--- config.mk ---
export PLATFORM = sky130hd
export DESIGN_NAME = spart_rx_engine
export DESIGN_NICKNAME = d
export VERILOG_FILES = /design/src/rtl/spart_pkg.sv /design/src/rtl/spart_baud_cnt.sv /design/src/rtl/spart_rx_engine.sv
export SDC_FILE = /design/constraint.sdc
export NUM_CORES = 1
export LEC_CHECK = 0
export BUFFER_PORTS_ARGS = -buffer_cell sky130_fd_sc_hd__buf_2
export CORE_ASPECT_RATIO = 1.5
export CORE_MARGIN = 2
export CORE_UTILIZATION = 50
export DETAILED_ROUTE_END_ITERATION = 16
export PLACE_DENSITY = 0.72
export SETUP_SLACK_MARGIN = 0.15
export SKIP_CTS_REPAIR_TIMING = 1
export SYNTH_ARGS = -nofsm -noshare
export SYNTH_HDL_FRONTEND = slang
export SYNTH_SLANG_ARGS = --single-unit
--- constraint.sdc ---
create_clock -name clk -period 2.8 [get_ports clk]
set_clock_uncertainty 0.2 [all_clocks]
set_input_delay 0.42 -clock clk [delete_from_list [all_inputs] [get_ports clk]]
set_output_delay 0.42 -clock clk [all_outputs]
set_load 0.01 [all_outputs]
--- src/rtl/spart_pkg.sv ---
// Shared types and constants for the SPART serial engines.
package spart_pkg;

  localparam int unsigned CLK_HZ = 50_000_000;

  typedef enum logic [1:0] {
    PAR_NONE,
    PAR_EVEN,
    PAR_ODD
  } parity_t;

  typedef enum logic [2:0] {
    StIdle,
    StStart,
    StData,
    StParity,
    StStop,
    StDone
  } rx_state_t;

endpackage

--- src/rtl/spart_baud_cnt.sv ---
// Loadable bit-period down-counter; tick_o is high while the count sits at zero.
module spart_baud_cnt #(
  parameter int unsigned Width = 13
) (
  input  logic             clk_i,
  input  logic             rst_ni,
  input  logic             load_i,
  input  logic [Width-1:0] load_val_i,
  output logic             tick_o
);

  logic [Width-1:0] cnt_q;

  always_ff @(posedge clk_i or negedge rst_ni) begin
    if (!rst_ni) begin
      cnt_q <= '0;
    end else if (load_i) begin
      cnt_q <= load_val_i;
    end else if (cnt_q != '0) begin
      cnt_q <= cnt_q - 1'b1;
    end
  end

  assign tick_o = (cnt_q == '0);

endmodule

--- src/rtl/spart_rx_engine.sv ---
// SPART UART receiver: runtime divisor, configurable frame format, error status and
// a one-entry valid/ready holding register.
module spart_rx_engine
  import spart_pkg::*;
#(
  parameter int unsigned DATA_BITS = 8,
  parameter parity_t     PARITY    = PAR_NONE,
  parameter int unsigned STOP_BITS = 1,
  parameter int unsigned DIV_W     = 13
) (
  input  logic                 clk,
  input  logic                 rst_n,
  input  logic                 rx,
  input  logic [DIV_W-1:0]     baud_div,
  output logic [DATA_BITS-1:0] rx_data,
  output logic                 rx_valid,
  input  logic                 rx_ready,
  output logic                 parity_err,
  output logic                 frame_err,
  output logic                 break_det,
  output logic                 overrun,
  output logic                 busy
);

  localparam int unsigned      CntW     = 4;
  localparam logic [CntW-1:0]  LastData = CntW'(DATA_BITS - 1);
  localparam logic [CntW-1:0]  LastStop = CntW'(STOP_BITS - 1);
  localparam logic [DIV_W-1:0] DivMin   = DIV_W'(2);
  localparam logic [DIV_W-1:0] DivOne   = DIV_W'(1);

  logic                 sync1_q, rxs_q, rxs_prev_q, fall;
  rx_state_t            st_q, st_d;
  logic [DIV_W-1:0]     div_q, div_d, eff_div, cnt_val;
  logic                 cnt_load, tick;
  logic [DATA_BITS-1:0] shift_q, shift_d;
  logic [CntW-1:0]      bit_cnt_q, bit_cnt_d;
  logic                 par_err_q, par_err_d, frm_err_q, frm_err_d, par_bit_q, par_bit_d;
  logic [DATA_BITS-1:0] data_q, data_d;
  logic                 valid_q, valid_d, perr_q, perr_d, ferr_q, ferr_d;
  logic                 brk_q, brk_d, ovr_q, ovr_d;
  logic                 exp_par, frame_brk, commit_ok;

  // Preset to idle-high so reset release never looks like a start edge.
  always_ff @(posedge clk or negedge rst_n) begin
    if (!rst_n) begin
      sync1_q    <= 1'b1;
      rxs_q      <= 1'b1;
      rxs_prev_q <= 1'b1;
    end else begin
      sync1_q    <= rx;
      rxs_q      <= sync1_q;
      rxs_prev_q <= rxs_q;
    end
  end

  assign fall      = rxs_prev_q & ~rxs_q;
  assign eff_div   = (baud_div < DivMin) ? DivMin : baud_div;
  assign exp_par   = (PARITY == PAR_ODD) ? ~^shift_q : ^shift_q;
  assign frame_brk = (shift_q == '0) & ~par_bit_q & frm_err_q;
  assign commit_ok = ~valid_q | rx_ready;

  spart_baud_cnt #(
    .Width(DIV_W)
  ) u_baud_cnt (
    .clk_i     (clk),
    .rst_ni    (rst_n),
    .load_i    (cnt_load),
    .load_val_i(cnt_val),
    .tick_o    (tick)
  );

  always_ff @(posedge clk or negedge rst_n) begin
    if (!rst_n) begin
      st_q <= StIdle;
    end else begin
      st_q <= st_d;
    end
  end

  always_comb begin
    st_d = st_q;
    unique case (st_q)
      StIdle:   if (fall) st_d = StStart;
      StStart:  if (tick) st_d = rxs_q ? StIdle : StData;
      StData: begin
        if (tick && bit_cnt_q == LastData) st_d = (PARITY == PAR_NONE) ? StStop : StParity;
      end
      StParity: if (tick) st_d = StStop;
      StStop:   if (tick && bit_cnt_q == LastStop) st_d = StDone;
      StDone:   st_d = StIdle;
      default:  st_d = StIdle;
    endcase
  end

  // Sample points: half a bit after the start edge, then every div_q clocks.
  always_comb begin
    div_d     = div_q;
    shift_d   = shift_q;
    bit_cnt_d = bit_cnt_q;
    par_err_d = par_err_q;
    frm_err_d = frm_err_q;
    par_bit_d = par_bit_q;
    cnt_load  = 1'b0;
    cnt_val   = div_q - DivOne;
    unique case (st_q)
      StIdle: begin
        if (fall) begin
          div_d     = eff_div;
          cnt_load  = 1'b1;
          cnt_val   = (eff_div >> 1) - DivOne;
          bit_cnt_d = '0;
          par_err_d = 1'b0;
          frm_err_d = 1'b0;
          par_bit_d = 1'b0;
        end
      end
      StStart: cnt_load = tick;
      StData: begin
        if (tick) begin
          cnt_load  = 1'b1;
          shift_d   = {rxs_q, shift_q[DATA_BITS-1:1]};
          bit_cnt_d = (bit_cnt_q == LastData) ? '0 : bit_cnt_q + 1'b1;
        end
      end
      StParity: begin
        if (tick) begin
          cnt_load  = 1'b1;
          par_bit_d = rxs_q;
          par_err_d = (rxs_q != exp_par);
        end
      end
      StStop: begin
        if (tick) begin
          cnt_load  = 1'b1;
          bit_cnt_d = bit_cnt_q + 1'b1;
          if (!rxs_q) frm_err_d = 1'b1;
        end
      end
      default: ;
    endcase
  end

  always_comb begin
    data_d  = data_q;
    valid_d = valid_q;
    perr_d  = perr_q;
    ferr_d  = ferr_q;
    brk_d   = brk_q;
    ovr_d   = 1'b0;
    if (st_q == StDone) begin
      if (commit_ok) begin
        data_d  = shift_q;
        valid_d = 1'b1;
        perr_d  = par_err_q;
        ferr_d  = frm_err_q;
        brk_d   = frame_brk;
      end else begin
        ovr_d = 1'b1;
      end
    end else if (valid_q && rx_ready) begin
      valid_d = 1'b0;
    end
  end

  always_ff @(posedge clk or negedge rst_n) begin
    if (!rst_n) begin
      div_q     <= '0;
      shift_q   <= '0;
      bit_cnt_q <= '0;
      par_err_q <= 1'b0;
      frm_err_q <= 1'b0;
      par_bit_q <= 1'b0;
      data_q    <= '0;
      valid_q   <= 1'b0;
      perr_q    <= 1'b0;
      ferr_q    <= 1'b0;
      brk_q     <= 1'b0;
      ovr_q     <= 1'b0;
    end else begin
      div_q     <= div_d;
      shift_q   <= shift_d;
      bit_cnt_q <= bit_cnt_d;
      par_err_q <= par_err_d;
      frm_err_q <= frm_err_d;
      par_bit_q <= par_bit_d;
      data_q    <= data_d;
      valid_q   <= valid_d;
      perr_q    <= perr_d;
      ferr_q    <= ferr_d;
      brk_q     <= brk_d;
      ovr_q     <= ovr_d;
    end
  end

  always_comb begin
    busy       = (st_q != StIdle);
    rx_data    = data_q;
    rx_valid   = valid_q;
    parity_err = perr_q;
    frame_err  = ferr_q;
    break_det  = brk_q;
    overrun    = ovr_q;
  end

endmodule

Word-level counts from Yosys, hierarchy flattened
Index checks and enable logic that the tools add are counted.
- register bits after elaboration: 60
- input port bits: 17
- output and inout bits: 14
- logic and storage cells: 102
- bitwise logic cells: 7
- reduce and logical (&&, ||, !) cells: 24
- add/sub/neg operators: 4
- mux-type cells: 33
- order comparisons: 1
- equality and inequality tests: 16
- operator list (operator ; number):
    $mux W13 ; 5
    $sub A13 B1 Y13 const B ; 2
    $ne A2 B2 Y1 const B ; 9
    $mux W4 ; 4
    $mux W3 ; 5
    $pmux W3 S5 ; 1
    $logic_not A13 Y1 ; 1
    $lt A13 B2 Y1 const B ; 1
    $reduce_bool A13 Y1 ; 1
    $sub A12 B1 Y13 const B ; 1
    $mux W1 ; 12
    $pmux W4 S3 ; 1
    $logic_not A8 Y1 ; 1
    $reduce_and A2 Y1 ; 4
    $reduce_and A4 Y1 ; 2
    $reduce_bool A2 Y1 ; 4
    $reduce_xor A8 Y1 ; 1
    $eq A3 B2 Y1 const B ; 2
    $eq A3 B3 Y1 const B ; 2
    $pmux W1 S2 ; 3
    $reduce_bool A3 Y1 ; 2
    $reduce_and A5 Y1 ; 1
    $add A4 B1 Y4 const B ; 1
    $eq A4 B3 Y1 const B ; 1
    12 further kinds ; 18

Logic depth before layout (Yosys ltp)
Gate-level depths: netlist of run 1.
- depth after elaboration: 6
- gate-level depth with buffers: 9
- gate-level depth less buffers: 8

Modules after synthesis
From an unflattened synthesis of run 1, not the netlist that was laid out.
- cell total of the unflattened synthesis: 359
- area, all modules: 3509.6 um^2
- modules (own cells, without submodules) (module ; instances ; area each (um^2) ; cells each ; seq. area each (um^2)):
    spart_rx_engine ; 1 ; 2742.6 ; 277 ; 1179.9
    spart_baud_cnt ; 1 ; 767.0 ; 82 ; 325.3

Least setup slack after synthesis of run 1
No wires, ideal clock.
- kind: register -> register
- start point: reg u_baud_cnt.cnt_q[0]
- end point: reg bit_cnt_q[3]
- buffers on the path: 1
- stages on the path, launching flop included: 9
- period minus slack after synthesis: 2.686 ns
- required time: 2.496 ns
- arrival time: 2.383 ns
- setup time: 0.104 ns
- setup slack: 0.114 ns
- cells stage by stage: dfrtp_1 > inv_1 > ha_1 > or4b_4 > buf_6 > nor4_4 > a211oi_4 > or2_4 > o41ai_2
- cells in the longest elaborated chain, start to end: 3
- elaborated cells between the ends (all ways): 4
- classes of those cells: eq/ne (2); reduce/logical (2)
- RTL lines (item ; RTL line ; source):
    start: declaration ; spart_baud_cnt.sv:12 ; logic [Width-1:0] cnt_q;
    start signal: assignment ; spart_baud_cnt.sv:18 ; cnt_q <= load_val_i;
    start signal: assignment ; spart_baud_cnt.sv:20 ; cnt_q <= cnt_q - 1'b1;
    $logic_not A13 Y1 * ; spart_baud_cnt.sv:24 ; assign tick_o = (cnt_q == '0);
    $ne A2 B2 Y1 (no line) ; -- ;
    $reduce_and A4 Y1 (no line) * ; -- ;
    end signal: assignment ; spart_rx_engine.sv:182 ; bit_cnt_q <= bit_cnt_d;
    end: declaration ; spart_rx_engine.sv:36 ; logic [CntW-1:0] bit_cnt_q, bit_cnt_d;
Mark *: on every way between the ends. The rest lies on a longest branch, timed or not.
A chain may end at the register's enable or synchronous reset.

Final worst setup path of run 1
- start point: reg u_baud_cnt.cnt_q[0]
- end point: reg u_baud_cnt.cnt_q[0]
- cells in the longest elaborated chain, start to end: 4
- elaborated cells between the ends (all ways): 8
- classes of those cells: add/sub (1); mux (4); reduce/logical (3)
- RTL lines (item):
    branches (longest 4 deep; another with $sub A13 B1 Y13)
Parallel ways; which one is timed is not known. The select of a mux whose other input is x is not followed.

==> flow_summary.ini, run 1 <==
[run_status]
status = finished clean

[placed_design]
pre_cts_slack_ns = 0.153
gp_congestion = 0.874
io_buffers = 30
hpwlAfterDp_um = 5390
placed_cells = 460

[die]
start_util = 0.515
core_area_um2 = 6490
die_w_um = 70.7
die_h_um = 104
num_rows = 36
fp.dieArea_um2 = 7360
ioPinCount = 31

[grt]
grtUsageTotal = 0.223
grt_antenna_before_repair = 0
grt_pass1_wl_um = 13000
overflow = 0
grt_pass1_vias = 2773
grt_max_degree = 61

[routing]
antenna_left = 0
drt_iter0_drc = 165
highest_layer = met4
drc = 0
wl_per_cell_um = 15.7
routed_wl_um = 7530
wl_met3_um = 230
wl_met2_um = 4100
vias = 2740
viasPerCell = 5.70
dr.pass1.iters = 5
wirelength_met1_um = 2920

[critical_path]
critPathLaunchType = flip-flop
cp.required_ns = 2.87
reg2reg_from = u_baud_cnt.cnt_q[0]
critPathKind = flip-flop to flip-flop
reg2reg_to = u_baud_cnt.cnt_q[0]
endpoint_kind = flip-flop
cp_data_arrival_time_ns = 2.71
r2r_cells = 7
crit_path_max_fanout = 10
r2r_slack_ns = 0.16

[clocking]
cts_inserted_buffers = 9
cts_root_buffer = clkbuf_8
clk_pin_slew_worst_paths_ns = 0.07
h-tree-depth = 3
clock-sinks = 60
cts_max_path_buffers = 2
cts_tree = done
clkLatencyLatePin_ns = 0.35

[synthesis]
synth-edff-count = 0
synthFlopType = dfrtp_1
synth.avg_cell_area_um2 = 9.46
ys_seq_elements = 60
synth-seq-area-share = 0.451
syn-num-nets = 379
yosys_warnings = 0
postSynth.asyncResetShare = 1.00
synthCells = 353
synth_cell_types = 54
syn_area_um2 = 3340

[power_and_ir_drop]
peakVddDrop_mv = 0.471
power_per_cell_area_nw_per_um2 = 783
p_leak_nw = 1.81

[layout]
nNetsFinal = 426
final_common_cell = nand2_1
diodes = 0
syn_to_final_growth_pct = 18.0
stdcell_count = 481
drive_gt1_frac = 0.230
mostFrequentLayoutCells = nand2_1 (63), dfrtp_1 (57), buf_2 (30)

[sta]
hold_viol_final = 0
fin_ws_ns = 0.157
tns_ns = 0
maxSlewHeadroom = 0.590
fin_crit_sh = 0.944
setup_violations = 0
worstMarginPinSlew_ns = 0.599
timing.fmax_ghz = 0.378
min_period_ns = 2.64
drv_slew = 0
rsz0062_at_grt = true

[worst_hold_path]
hold_start = baud_div[0]
min_delay_path_depth = 3
worstHoldPathType = input port to flip-flop
min_to = div_q[0]

[flow_run]
maxCapViolCount = 0
==> worst max-delay path by stage <==
stage | from | endpoint | slack [ns] | depth (start not counted)
2_1_floorplan | u_baud_cnt.cnt_q[0] | bit_cnt_q[3] | 0.17 | 8
3_3_place_gp | u_baud_cnt.cnt_q[0] | u_baud_cnt.cnt_q[0] | 0.22 | 7
3_5_place_dp | u_baud_cnt.cnt_q[0] | u_baud_cnt.cnt_q[0] | 0.15 | 8
4_1_cts | u_baud_cnt.cnt_q[0] | u_baud_cnt.cnt_q[0] | 0.13 | 8
5_1_grt | u_baud_cnt.cnt_q[0] | bit_cnt_q[3] | 0.04 | 8
6_report | u_baud_cnt.cnt_q[0] | u_baud_cnt.cnt_q[0] | 0.16 | 7
==> flip-flops by register name, summed over array words and instances, names as in the netlist <==
name,cells
shift_q,8
rx_data,8
overrun,1
sync1_q,1
u_baud_cnt.cnt_q,13
rx_valid,1
par_err_q,1
break_det,1
div_q,13
rxs_prev_q,1
frm_err_q,1
bit_cnt_q,4
st_q,3
rxs_q,1
frame_err,1
parity_err,1
par_bit_q,1
==> critical path, cell delays in order, from the launching register on <==
cell and delay [ns]:
dfrtp_1 0.41, inv_1 0.07, ha_1 0.19, or4b_4 0.52, or4_4 0.54, buf_4 0.19
a211o_1 0.29, a21oi_1 0.14
==> layout make-up <==
cell class              instances  area, µm²
clock buffers                   9        124
fillers                       581       2540
multi-input cells             258       1720
inverters                      20       75.1
flip-flops and latches         60       1510
repair buffers                 51        325
clock inverters                 7       98.8
well taps                      76       95.1
==> power breakdown <==
group	total [W]	switching (W)	leakage [nW]	internal [W]
clock	0.000883	0.000376	0.110	0.000507
sequential	0.00128	0.000225	0.779	0.00106
combinational	0.000920	0.000502	0.923	0.000418
total	0.00309	0.00110	1.81	0.00198
==> cells in the mapped netlist, drive strengths merged, types with 3 or more instances <==
cell type	n	area share
or3	6	0.011
a31oi	3	0.0056
ha	9	0.034
nand3	7	0.010
nor3	6	0.0090
or4	4	0.0090
mux2	10	0.034
o21ai	21	0.031
clkbuf	13	0.015
nor2	19	0.021
o211ai	4	0.0090
o31ai	6	0.013
a21oi	8	0.012
xnor2	17	0.045
xor2	13	0.034
a211oi	3	0.010
nor4	11	0.025
dfstp	3	0.024
inv	20	0.022
dfrtp	57	0.43
nor2b	4	0.0075
nand2	64	0.072
nor4b	4	0.010
mux2i	4	0.012
==> stage by stage <==
stage	cell area, µm²	util	hold slack [ns]	total power (W)
2_1_floorplan	3340	-	-0.0756	0.00190
3_3_place_gp	3650	0.563	0.146	0.00214
3_5_place_dp	3650	0.563	0.147	0.00218
4_1_cts	3870	0.597	-0.130	0.00308
5_1_grt	3940	0.608	0.0826	0.00327
6_report	3940	0.608	0.0984	0.00309
==> cells by family (layout without fill, tap and decap cells) <==
logic type      after synthesis  in the layout  synth area share
buf+inv                      35             87            0.0420
compound gates               61             61             0.127
flops                        60             60             0.451
mux                          14             14            0.0457
fa+ha+maj                     9              9            0.0337
xor+xnor                     30             30            0.0787
simple gates                144            144             0.223
==> layer usage <==
layer | GRT usage | vias to the layer above
met5 | 0 | -
met4 | 0.105 | 0
met3 | 0.0552 | 26
met2 | 0.395 | 61
met1 | 0.244 | 1322
li1 | - | 1331
Note: power is estimated with default switching activity, not from simulation.
==> inputs of run 2 (changes only) <==
PLACE_DENSITY = 0.71   (was 0.72)
SYNTH_HIERARCHICAL = 1   (was unset)
==> run 2 against run 1 <==
  * Die area grew 4.9%
  * Maximum frequency grew 12%
  * Utilization shrank 0.30 points
  * Global-route usage shrank 0.054 points
  * Flip-flop and latch count is the same
  * Critical path type is now input port to flip-flop
  * Largest cell class unchanged
  * Highest routed layer unchanged
==> flow_summary.ini, run 2 <==
[run_status]
status = finished clean

[grt]
grt_pass1_vias = 2918
grtUsageTotal = 0.223
grt_pass1_wl_um = 13300
grt_max_degree = 33
overflow = 0
grt_antenna_before_repair = 0

[routing]
viasPerCell = 5.62
wl_per_cell_um = 15.4
drc = 0
routed_wl_um = 7610
drt_iter0_drc = 156
antenna_left = 0
dr.pass1.iters = 4
vias = 2773

[synthesis]
synthFlopType = dfrtp_1
yosys_warnings = 6
synth_most_common_cell = nand2_1
synth-seq-area-share = 0.429
synth.area.mux_share = 0.0809
synth_top_family_by_area = simple AND/OR/NAND/NOR gates
synth.top_cell.area_share = 0.406
syn-num-nets = 386
synth.avg_cell_area_um2 = 9.78
netlist_top_cells_count = nand2_1 (61), dfrtp_1 (57), nor2_1 (19)
postSynth.asyncResetShare = 1.00
syn_area_um2 = 3510
ys_seq_elements = 60
synth_cell_types = 63
synth-xor-area-share = 0.0774
synth_area_leader_cell = dfrtp_1
synth_fa_ha_area_frac = 0.0357
synth_compound_area_frac = 0.0884
synth.area.top_cells = dfrtp_1 (41%), nand2_1 (6.5%), mux2i_1 (4.6%)
synthCells = 359
synth-edff-count = 0
yosys.area_share.simple = 0.245

[clocking]
clkLatencyLatePin_ns = 0.35
cts_root_buffer = clkbuf_8
cts_tree = done
cts_max_path_buffers = 2
clock-sinks = 60
h-tree-depth = 3
cts_inserted_buffers = 9
clk_pin_slew_worst_paths_ns = 0.07

[placed_design]
place_area_um2 = 3860
hpwlAfterDp_um = 5700
placed_cells = 475
io_buffers = 30
gp_congestion = 0.861

[die]
ioPinCount = 31
num_rows = 37
die_h_um = 107
die_w_um = 72.4
core_area_um2 = 6850
fp.dieArea_um2 = 7720
start_util = 0.512

[layout]
mostFrequentLayoutCells = nand2_1 (61), dfrtp_1 (57), buf_2 (30)
stdcell_area_um2 = 4140
drive_gt1_frac = 0.251
stdcell_count = 493
fill_cells = 584
post-route-util = 0.605
diodes = 0
multiInputGateArea_um2 = 1870
top_regs = div_q x13, u_baud_cnt/cnt_q x13
seq_area_um2 = 1510
nNetsFinal = 437
final_common_cell = nand2_1
syn_to_final_growth_pct = 18.0

[sta]
setup_violations = 0
min_period_ns = 2.36
drv_slew = 0
tns_ns = 0
worstMarginPinSlew_ns = 0.821
holdWs_ns = 0.110
hold_viol_final = 0
timing.fmax_ghz = 0.423
rsz0062_at_grt = false
maxSlewHeadroom = 0.448
fin_crit_sh = 0.844

[critical_path]
critPathLaunchType = input port
cp.required_ns = 2.82
endpoint_kind = flip-flop
critPathKind = input port to flip-flop
cp_data_arrival_time_ns = 2.39
crit_path_max_fanout = 6

[power_and_ir_drop]
peakVddDrop_mv = 0.428
p_leak_nw = 1.89
p_comb_frac = 0.286
p_clk_frac = 0.303
power.internal_w = 0.00211
switchingPower_w = 0.00112
seq_power_share = 0.411
power_per_cell_area_nw_per_um2 = 779
p_sw_frac = 0.347

[worst_hold_path]
worstHoldPathType = input port to flip-flop

[flow_run]
maxCapViolCount = 0
==> run 2: area by class of cell <==
cell class / instances / area share
timing repair buffer: 55 / 0.0858
inverter: 19 / 0.0172
clock buffer: 9 / 0.0299
tap: 78 / 0.0236
sequential: 60 / 0.363
multi-input combinational: 265 / 0.450
clock inverter: 7 / 0.0299
==> run 2: power groups by stage <==
stage          logic [W]  registers, W  clock network (W)
2_1_floorplan   0.000675       0.00127                  0
3_3_place_gp    0.000881       0.00131                  0
3_5_place_dp    0.000908       0.00132                  0
4_1_cts         0.000915       0.00131           0.000996
5_1_grt          0.00105       0.00136            0.00103
6_report        0.000921       0.00133           0.000978
==> run 2: worst paths after layout <==
path	from	to	slack, ns	cells after the start
max reg2reg	u_baud_cnt/cnt_q[0]	bit_cnt_q[3]	0.44	9
max	baud_div[9]	u_baud_cnt/cnt_q[6]	0.44	11
min in group asynchronous	rst_n	bit_cnt_q[3]	0.43	2
max in group asynchronous	rst_n	u_baud_cnt/cnt_q[4]	1.37	3
min	baud_div[12]	div_q[12]	0.11	3
min reg2reg	sync1_q	rxs_q	0.16	0
==> run 2: critical path, cell delays in order <==
cell and delay, ns:
buf_2 0.12, or4_4 0.55, nor4_4 0.25, nor2_1 0.08, ha_1 0.24, or4b_1 0.30, nor2_1 0.08, xnor2_1 0.13
mux2i_1 0.09, nand2_1 0.06, o21ai_0 0.07
==> run 2: logic make-up after synthesis <==
| family | count (synthesis) |
|---|---|
| compound gates | 46 |
| xor+xnor | 31 |
| fa+ha+maj | 10 |
| buf+inv | 34 |
| flops | 60 |
| mux | 27 |
| simple gates | 151 |
==> run 2: per-stage QoR <==
stage | power (W) | setup WS [ns]
3_5_place_dp | 0.00223 | 0.0651
4_1_cts | 0.00322 | 0.350
2_1_floorplan | 0.00194 | 0.201
3_3_place_gp | 0.00219 | 0.102
5_1_grt | 0.00343 | 0.145
6_report | 0.00323 | 0.436
==> run 2: per-layer routing <==
layer / track usage / vias to the layer above / wire length, µm
met1: 0.245 / 1353 / 2980
met5: 0 / - / 0
met4: 0.107 / 0 / 212
met3: 0.0385 / 16 / 243
met2: 0.404 / 56 / 4170
li1: - / 1348 / -
